## config.mk

```make
export PLATFORM = sky130hd
export DESIGN_NAME = mesh_port_fifo_flat
export DESIGN_NICKNAME = d
export VERILOG_FILES = /design/src/rtl/mesh_port_fifo_if.sv /design/src/rtl/mesh_port_fifo.sv /design/src/flat_wrapper.sv
export SDC_FILE = /design/constraint.sdc
export NUM_CORES = 1
export LEC_CHECK = 0
export ABC_AREA = 1
export CORE_MARGIN = 2
export CORE_UTILIZATION = 61
export CTS_BUF_LIST = sky130_fd_sc_hd__clkbuf_2 sky130_fd_sc_hd__clkbuf_4 sky130_fd_sc_hd__clkbuf_8
export CTS_CLUSTER_DIAMETER = 50
export DETAILED_ROUTE_END_ITERATION = 10
export PLACE_DENSITY = 0.86
export SYNTH_ARGS = -nofsm -noshare
export SYNTH_HDL_FRONTEND = slang
export SYNTH_SLANG_ARGS = --single-unit
export TNS_END_PERCENT = 20
```

## constraint.sdc

```tcl
create_clock -name clk -period 9.81 [get_ports clk]
set_input_delay 1.962 -clock clk [delete_from_list [all_inputs] [get_ports clk]]
set_output_delay 1.962 -clock clk [all_outputs]
set_load 0.01 [all_outputs]
```

## src/rtl/mesh_port_fifo_if.sv

```systemverilog
// mesh_port_fifo_if: handshake bundle between upstream source, port FIFO and downstream consumer
//   master: environment side (drives up_empty/up_rdata/deq/flush, observes status)
//   slave : FIFO side (pulls upstream via up_deq, presents show-ahead head and status)
interface mesh_port_fifo_if #(parameter int WIDTH = 36, parameter int DEPTH = 4);
  logic                   up_empty;
  logic [WIDTH-1:0]       up_rdata;
  logic                   up_deq;
  logic                   deq;
  logic                   empty;
  logic [WIDTH-1:0]       rdata;
  logic                   flush;
  logic [$clog2(DEPTH):0] count;
  logic                   err_underflow;
  logic [15:0]            stall_cycles;
  modport master (output up_empty, up_rdata, deq, flush,
                  input up_deq, empty, rdata, count, err_underflow, stall_cycles);
  modport slave  (input up_empty, up_rdata, deq, flush,
                  output up_deq, empty, rdata, count, err_underflow, stall_cycles);
endinterface

```

## src/rtl/mesh_port_fifo.sv

```systemverilog
// mesh_port_fifo: show-ahead FIFO that pulls words from an upstream virtual FIFO
//   clk, rst : clock and synchronous active-high reset
//   p        : slave side of mesh_port_fifo_if (upstream pull, downstream pop, flush, status)
module mesh_port_fifo #(
  parameter int WIDTH = 36,
  parameter int DEPTH = 4
) (
  input logic            clk,
  input logic            rst,
  mesh_port_fifo_if.slave p
);
  localparam int AW = $clog2(DEPTH);
  localparam int CW = AW + 1;
  logic [WIDTH-1:0] mem_q [DEPTH];
  logic [AW-1:0]    wr_ptr_q, wr_ptr_d, rd_ptr_q, rd_ptr_d;
  logic [CW-1:0]    count_q, count_d;
  logic             err_q, err_d;
  logic [15:0]      stall_q, stall_d;
  logic             empty, full, push, pop, clr;
  always_comb begin
    empty    = count_q == '0;
    full     = count_q == CW'(DEPTH);
    clr      = rst || p.flush;
    // pull decision uses only registered occupancy, so deq never reaches up_deq
    push     = !p.up_empty && !full && !clr;
    pop      = p.deq && !empty;
    wr_ptr_d = clr ? '0 : wr_ptr_q + AW'(push);
    rd_ptr_d = clr ? '0 : rd_ptr_q + AW'(pop);
    count_d  = clr ? '0 : count_q + CW'(push) - CW'(pop);
    err_d    = rst ? 1'b0 : p.flush ? err_q : err_q | (p.deq && empty);
    stall_d  = rst ? '0 :
               (!p.flush && full && !p.deq && stall_q != 16'hFFFF) ? stall_q + 16'd1 : stall_q;
  end
  always_ff @(posedge clk) begin
    wr_ptr_q <= wr_ptr_d;
    rd_ptr_q <= rd_ptr_d;
    count_q  <= count_d;
    err_q    <= err_d;
    stall_q  <= stall_d;
  end
  always_ff @(posedge clk)
    if (push) mem_q[wr_ptr_q] <= p.up_rdata;
  assign p.up_deq        = push;
  assign p.empty         = empty;
  assign p.rdata         = empty ? '0 : mem_q[rd_ptr_q];
  assign p.count         = count_q;
  assign p.err_underflow = err_q;
  assign p.stall_cycles  = stall_q;
endmodule

```

## src/flat_wrapper.sv

```systemverilog
// flat-port wrapper written by rule: the top's interface ports become plain ports
module mesh_port_fifo_flat 
#(
  parameter int WIDTH = 36,
  parameter int DEPTH = 4
)
  (clk, rst, p_up_empty, p_up_rdata, p_deq, p_flush, p_up_deq, p_empty, p_rdata, p_count, p_err_underflow, p_stall_cycles);
  mesh_port_fifo_if #(.WIDTH(WIDTH), .DEPTH(DEPTH)) p_i ();
  input logic clk;
  input logic rst;
  input wire logic [$bits(p_i.up_empty)-1:0] p_up_empty;
  input wire logic [$bits(p_i.up_rdata)-1:0] p_up_rdata;
  input wire logic [$bits(p_i.deq)-1:0] p_deq;
  input wire logic [$bits(p_i.flush)-1:0] p_flush;
  output wire logic [$bits(p_i.up_deq)-1:0] p_up_deq;
  output wire logic [$bits(p_i.empty)-1:0] p_empty;
  output wire logic [$bits(p_i.rdata)-1:0] p_rdata;
  output wire logic [$bits(p_i.count)-1:0] p_count;
  output wire logic [$bits(p_i.err_underflow)-1:0] p_err_underflow;
  output wire logic [$bits(p_i.stall_cycles)-1:0] p_stall_cycles;
  assign p_i.up_empty = p_up_empty;
  assign p_i.up_rdata = p_up_rdata;
  assign p_i.deq = p_deq;
  assign p_i.flush = p_flush;
  assign p_up_deq = p_i.up_deq;
  assign p_empty = p_i.empty;
  assign p_rdata = p_i.rdata;
  assign p_count = p_i.count;
  assign p_err_underflow = p_i.err_underflow;
  assign p_stall_cycles = p_i.stall_cycles;
  mesh_port_fifo #(.WIDTH(WIDTH), .DEPTH(DEPTH)) u_core (.clk(clk), .rst(rst), .p(p_i));
endmodule
```

==> results.txt <==
The wire length per cell after detailed routing works out to 16.9 um. The floorplan step defined a die boundary enclosing 0.0123 sq mm. The maximum number of pins on one net before global-route repair is 75. Worst hold-check path type: flip-flop to flip-flop. For this run, design rule violations remaining after detail routing come to 0. The number of nets still failing antenna checks after routing came out at 0. The run gives 0.362 as the clock network power share. The critical path is of the input pin to output port type.

For the number of clock sinks seen by CTS, the log shows 168. The tools report the final number of hold-violating endpoints as 0. In this run the worst path has a maximum fanout of 12. For the worst setup path, the data required time is 7850 ps. Yosys mapped the design onto 28 distinct sky130hd cell types. Setup repair after global routing left no endpoint under its margin. The run gives 4,986 as the via count of the first global-routing pass. The final worst-path cycle share is 0.617.

The core region is 0.0113 sq mm. The flow ran to the end, and the final reports show no timing, DRC or antenna violations. Among all stages on the critical path, the largest delay is contributed by sky130_fd_sc_hd__clkdlybuf4s50_1.

The first TritonRoute pass finished after 5 iterations. The instance count of the mapped netlist came out at 641. The clock arrives with 14.3 ps of skew. The area of the mapped netlist is 0.00696 sq mm. The analysis attributes to net switching a power of 0.299 mW. Data on the critical path arrives at its endpoint at 4090 ps. The cell-internal power is 1.06 mW, and the placed standard-cell area is 0.00806 sq mm. For the maximum vdd drop, the log shows 0.000108 V. The initial core utilization came out at 0.617.

The detailed router's first-iteration violation count was 433. The tree is rooted in a sky130_fd_sc_hd__clkbuf_8. For this run, the top clock speed supported by timing is 165 MHz. Counting flops and latches in the post-synthesis netlist gives 168.

The clock period could shrink to 6050 ps. The clock reaches the later pin of the worst-skew pair after 450 ps. The synthesis-to-finish area growth is 21.6%. The total power divided by cell area came out at 160 mW/mm^2.

For the combinational cell fraction of total power, the log shows 0.061. The setup-violating endpoint count in the final report was 0; the final net count was 782. The global placement routability congestion is 0.879. The first global-routing pass estimated 23.8 mm of wire. Wires add up to 15.1 mm. The number of port buffers works out to 98.

The tools report the initial antenna violation count as 0. The logs give 0 for the quantity of gates resized following cts and 0.305 for the relative slew slack. The floorplan step set the die height to 111 um. The aggregate negative setup slack is 0 ps, and the post-cts hold buffer count is 0.

Dividing the synthesized area by the synthesized cell count gives 10.9 sq um. The detailed-placement wirelength estimate was 8.72 mm. The logs give 0 for the reported max-cap violation count and 2.91 nW for the leakage power. The number of antenna diodes in the final layout is 0.

The net count after synthesis was 686; the count of buffers added by post-CTS timing repair for setup was 0. Switching power as a share of total power: 0.220. The share of layout cells above drive strength 1 is 0.0907, and the via density per instance is 5.59.

The clock-pin slew on the worst setup and hold paths was 90 ps. The sequential fraction of the synthesis area is 0.690, and the sequential share of power is 0.577. The slack of the worst reg-to-reg path was 7330 ps; the floorplan die width was 111 um.

Walking the worst path, the cells encountered are clkdlybuf4s50_1 -> inv_1 -> nand2_2 -> nor2_1 -> nand2_1 -> inv_1 -> clkdlybuf4s50_1. Capturing element type of the critical path: an output port. TritonCTS built the clock tree. In this run, CTS created clock tree buffers numbering 17. The number of core rows was 39.

STA classifies the critical path startpoint as an input pin. The overflow left after global routing was 0; the number of pins exceeding their max-slew limit in the final report was 0. 99 I/O pins were placed.

For the pin with the worst max-slew slack, the measured transition is 1040 ps. The clock tree synthesis step divided the H-tree into 4 levels. Overall global routing resource usage: 0.248. For this run, the number of Yosys warnings is 0. In this design, the stage delay of the slowest critical-path cell is 550 ps. With fillers left out, the area of the finished cells amounts to 0.00846 sq mm. The longest clock path from root to sink contains 2 buffers. Detailed routing inserted a total of 4,994 vias.
-- sequential cells by signal, summed over array words and instances (netlist names) --
name,cells
u_core.wr_ptr_q,2
u_core.p.err_underflow,1
u_core.p.count,3
u_core.rd_ptr_q,2
u_core.mem_q,144
u_core.p.stall_cycles,16
-- cells in the final DEF (no fill, tap or decap), drive strengths merged, types with 6 or more instances in the layout --
| cell type | count |
|---|---|
| nor2 | 195 |
| nand3 | 9 |
| edfxtp | 144 |
| nand4 | 6 |
| dfxtp | 24 |
| nand2 | 65 |
| clkdlybuf4s50 | 98 |
| a21oi | 45 |
| nor3 | 8 |
| o21ai | 74 |
| inv | 36 |
| clkbuf | 20 |
| buf | 6 |
-- area by class of cell --
| type | instances | area (sq um) |
|---|---|---|
| Multi-Input combinational cell | 414 | 1920 |
| Tap cell | 143 | 179 |
| Clock buffer | 20 | 256 |
| Inverter | 32 | 128 |
| Clock inverter | 12 | 141 |
| Sequential cell | 168 | 4810 |
| Timing Repair Buffer | 104 | 1030 |
| Fill cell | 750 | 2810 |
-- per-layer routing --
metal | vias up | global-route usage | routed length (um)
met4 | 0 | 0.0933 | 231
met1 | 2376 | 0.300 | 5920
met3 | 23 | 0.0623 | 1020
li1 | 2376 | - | -
met5 | - | 0 | 0
met2 | 219 | 0.432 | 7890
-- through the flow --
stage | cells | utilization | setup WS, ps | hold slack [ps] | power [mW]
2_1_floorplan | 641 | - | 4500 | 505 | 0.832
3_3_place_gp | 861 | 0.715 | 3890 | 473 | 0.878
3_5_place_dp | 861 | 0.715 | 3770 | 489 | 0.882
4_1_cts | 893 | 0.751 | 3770 | 515 | 1.36
5_1_grt | 893 | 0.751 | 3650 | 539 | 1.40
6_report | 893 | 0.751 | 3760 | 513 | 1.36
-- power by group through the flow --
| stage | Clock (mW) | Combinational, mW | Sequential (mW) |
|---|---|---|---|
| 2_1_floorplan | 0 | 0.0324 | 0.800 |
| 3_3_place_gp | 0 | 0.0793 | 0.799 |
| 3_5_place_dp | 0 | 0.0825 | 0.800 |
| 4_1_cts | 0.495 | 0.0831 | 0.783 |
| 5_1_grt | 0.525 | 0.0893 | 0.784 |
| 6_report | 0.491 | 0.0828 | 0.783 |
-- worst max-delay path, delay by kind of cell --
family                 cells  cell delay (ps)
buffers and inverters      4             1580
AND/OR/NAND/NOR            3              540
-- worst paths after layout --
path                            end              startpoint  cells after the start
min          u_core.p.err_underflow  u_core.p.err_underflow                      2
max                        p_up_deq                     rst                      7
max reg2reg       u_core.p.count[2]       u_core.p.count[1]                      9
min reg2reg  u_core.p.err_underflow  u_core.p.err_underflow                      2
-- synth_stat cells --
master,count,area share
sky130_fd_sc_hd__a21oi_1,45,0.032
sky130_fd_sc_hd__a31oi_1,1,0.00090
sky130_fd_sc_hd__buf_1,3,0.0016
sky130_fd_sc_hd__buf_2,13,0.0093
sky130_fd_sc_hd__buf_4,3,0.0032
sky130_fd_sc_hd__clkbuf_1,8,0.0043
sky130_fd_sc_hd__clkinv_4,1,0.0013
sky130_fd_sc_hd__dfxtp_1,24,0.069
sky130_fd_sc_hd__edfxtp_1,144,0.62
sky130_fd_sc_hd__fa_1,1,0.0029
sky130_fd_sc_hd__ha_1,3,0.0054
sky130_fd_sc_hd__inv_1,28,0.015
sky130_fd_sc_hd__inv_2,2,0.0011
sky130_fd_sc_hd__inv_4,1,0.00090
sky130_fd_sc_hd__nand2_1,57,0.031
sky130_fd_sc_hd__nand2_2,5,0.0045
sky130_fd_sc_hd__nand2_4,3,0.0049
sky130_fd_sc_hd__nand3_1,9,0.0065
sky130_fd_sc_hd__nand4_1,6,0.0054
sky130_fd_sc_hd__nor2_1,184,0.099
sky130_fd_sc_hd__nor2_2,7,0.0063
sky130_fd_sc_hd__nor2_4,4,0.0065
sky130_fd_sc_hd__nor3_1,8,0.0058
sky130_fd_sc_hd__o21ai_0,68,0.049
sky130_fd_sc_hd__o21ai_1,6,0.0043
sky130_fd_sc_hd__or2_2,1,0.00090
sky130_fd_sc_hd__xnor2_1,4,0.0050
sky130_fd_sc_hd__xor2_1,2,0.0025
-- cells by family (layout without fill, tap and decap cells) --
kind of cell / after synthesis / count (layout) / synth area share
flops: 168 / 168 / 0.690
buf+inv: 59 / 168 / 0.0369
xor+xnor: 6 / 6 / 0.00755
compound gates: 120 / 120 / 0.0865
fa+ha+maj: 4 / 4 / 0.00827
simple gates: 284 / 284 / 0.171
No activity file was read; power rests on OpenSTA's default activity.
==> RTL edit (same settings) <==
`DEPTH` is set to 4 in 3 places; all go to 8.
--- a/src/rtl/mesh_port_fifo_if.sv
+++ b/src/rtl/mesh_port_fifo_if.sv
@@ -2,5 +2,5 @@
 //   master: environment side (drives up_empty/up_rdata/deq/flush, observes status)
 //   slave : FIFO side (pulls upstream via up_deq, presents show-ahead head and status)
-interface mesh_port_fifo_if #(parameter int WIDTH = 36, parameter int DEPTH = 4);
+interface mesh_port_fifo_if #(parameter int WIDTH = 36, parameter int DEPTH = 8);
   logic                   up_empty;
   logic [WIDTH-1:0]       up_rdata;
--- a/src/rtl/mesh_port_fifo.sv
+++ b/src/rtl/mesh_port_fifo.sv
@@ -4,5 +4,5 @@
 module mesh_port_fifo #(
   parameter int WIDTH = 36,
-  parameter int DEPTH = 4
+  parameter int DEPTH = 8
 ) (
   input logic            clk,
--- a/src/flat_wrapper.sv
+++ b/src/flat_wrapper.sv
@@ -3,5 +3,5 @@
 #(
   parameter int WIDTH = 36,
-  parameter int DEPTH = 4
+  parameter int DEPTH = 8
 )
   (clk, rst, p_up_empty, p_up_rdata, p_deq, p_flush, p_up_deq, p_empty, p_rdata, p_count, p_err_underflow, p_stall_cycles);
Interface: changed (resized p_count); port bits go from 99 to 100. The function was not compared with the original's and may differ.
==> RTL edit against the original RTL <==
- wire length up 81%
- sequential cell count up 147
- cell count up 69%
- area after synthesis up 86%
- critical endpoint is now p_rdata[0]
- synthesized cell count up 71%
- total power up 110%
- critical path type is now flip-flop to output port
- setup slack better by 0.32 ns
- design area up 77%
==> RTL edit: results (changes against the original RTL) <==
| Metric | Value |
|---|---|
| Post-synthesis compound-gate area fraction | `0.102 (+0.0152)` |
| Worst path arrival time | `3.77 ns (-0.32 ns)` |
| First-pass GRT wire length | `42800 microns (+80%)` |
| Outcome | `finished clean` |
| TritonCTS Buffers | `46 (+29)` |
| EDFF count, synth | `288 (+100%)` |
| Post-synthesis sequential area ratio | `0.711 (+0.0203)` |
| Seq power | `1.49 mW (+90%)` |
| Post-Syn Instances | `1099 (+71%)` |
| Met3 usage | `0.0409 (-0.0215)` |
| Crit-path slowest cell | `buf_4` |
| Global placement routability congestion | `0.855 (-2.8%)` |
| Worst clock skew | `0.0191 ns (+0.00484 ns)` |
| GRT Util Overall | `0.248 (-0.000496)` |
| Vias in the first global route | `8660 (+74%)` |
| Worst vdd ir | `0.0998 mV (-7.6%)` |
| Worst Path Max Fanout | `122 (+110)` |
| Routed length per instance | `18.1 microns (+7.2%)` |
| HPWL Detailed | `14900 microns (+71%)` |
| Cell variety after synth | `35 (+25%)` |
| Post-Synth Adder-Cell Area | `0.0122 (+0.00392)` |
| Worst skew pair latency | `0.56 ns (+0.11 ns)` |
| Synth cell count leaders | `nor2_1, edfxtp_1, o21ai_0` |
| Placed insts | `1427 (+66%)` |
| Area contributors post-synth | `edfxtp_1, nor2_1, o21ai_0, dfxtp_1, nand2_1` |
| DRT iter0 DRCs | `723 (+67%)` |
| Drt pass-1 iters | `8 (+3)` |
| M2 GR Usage | `0.431 (-0.00158)` |
| Final #Nets | `1253 (+60%)` |
## RTL edit: cells by family (layout without fill, tap and decap cells)
family,after synthesis,after routing
buf+inv,94,227
fa+ha+maj,12,12
flops,315,315
xor+xnor,4,4
compound gates,235,235
simple gates,439,439
## RTL edit: cell type report
type,instances,area (sq um),share of cell area
clock buffers,65,788,0.0526
clock inverters,15,68.8,0.00460
inverters,35,135,0.00902
multi-input cells,690,3350,0.224
flip-flops and latches,315,9200,0.614
well taps,275,344,0.0230
repair buffers,112,1090,0.0727
## RTL edit: routing by layer
layer	routed length (microns)	vias up
li1	-	4090
met2	14000	370
met5	0	-
met4	762	0
met1	10600	4151
met3	1950	68
## RTL edit: critical path, delay by kind of cell, from the launching register on
| kind | cells | cell delay (ns) |
|---|---|---|
| AND/OR/NAND/NOR | 2 | 0.25 |
| AO/OA/AOI/OAI | 2 | 0.50 |
| flip-flops | 1 | 0.55 |
| buffers and inverters | 3 | 1.86 |
## RTL edit: through the flow
stage	setup WS, ns	total power, mW	hold WS (ns)
final	4.08	2.81	0.475
after global routing	3.78	2.91	0.513
after detailed placement	4.18	1.86	0.457
after CTS	4.11	2.82	0.475
after floorplan	5.15	1.69	0.505
after global placement	4.20	1.85	0.457
## RTL edit: path summary, 6_finish.rpt
check	from	endpoint	slack (ns)
max	u_core.rd_ptr_q[0]$_SDFF_PP0_	p_rdata[0]	4.08
min reg2reg	u_core.p.err_underflow$_SDFFE_PP0N_	u_core.p.err_underflow$_SDFFE_PP0N_	0.47
max reg2reg	u_core.p.count[2]$_SDFF_PP0_	u_core.mem_q[4][29]$_DFFE_PP_	7.07
min	u_core.p.err_underflow$_SDFFE_PP0N_	u_core.p.err_underflow$_SDFFE_PP0N_	0.47
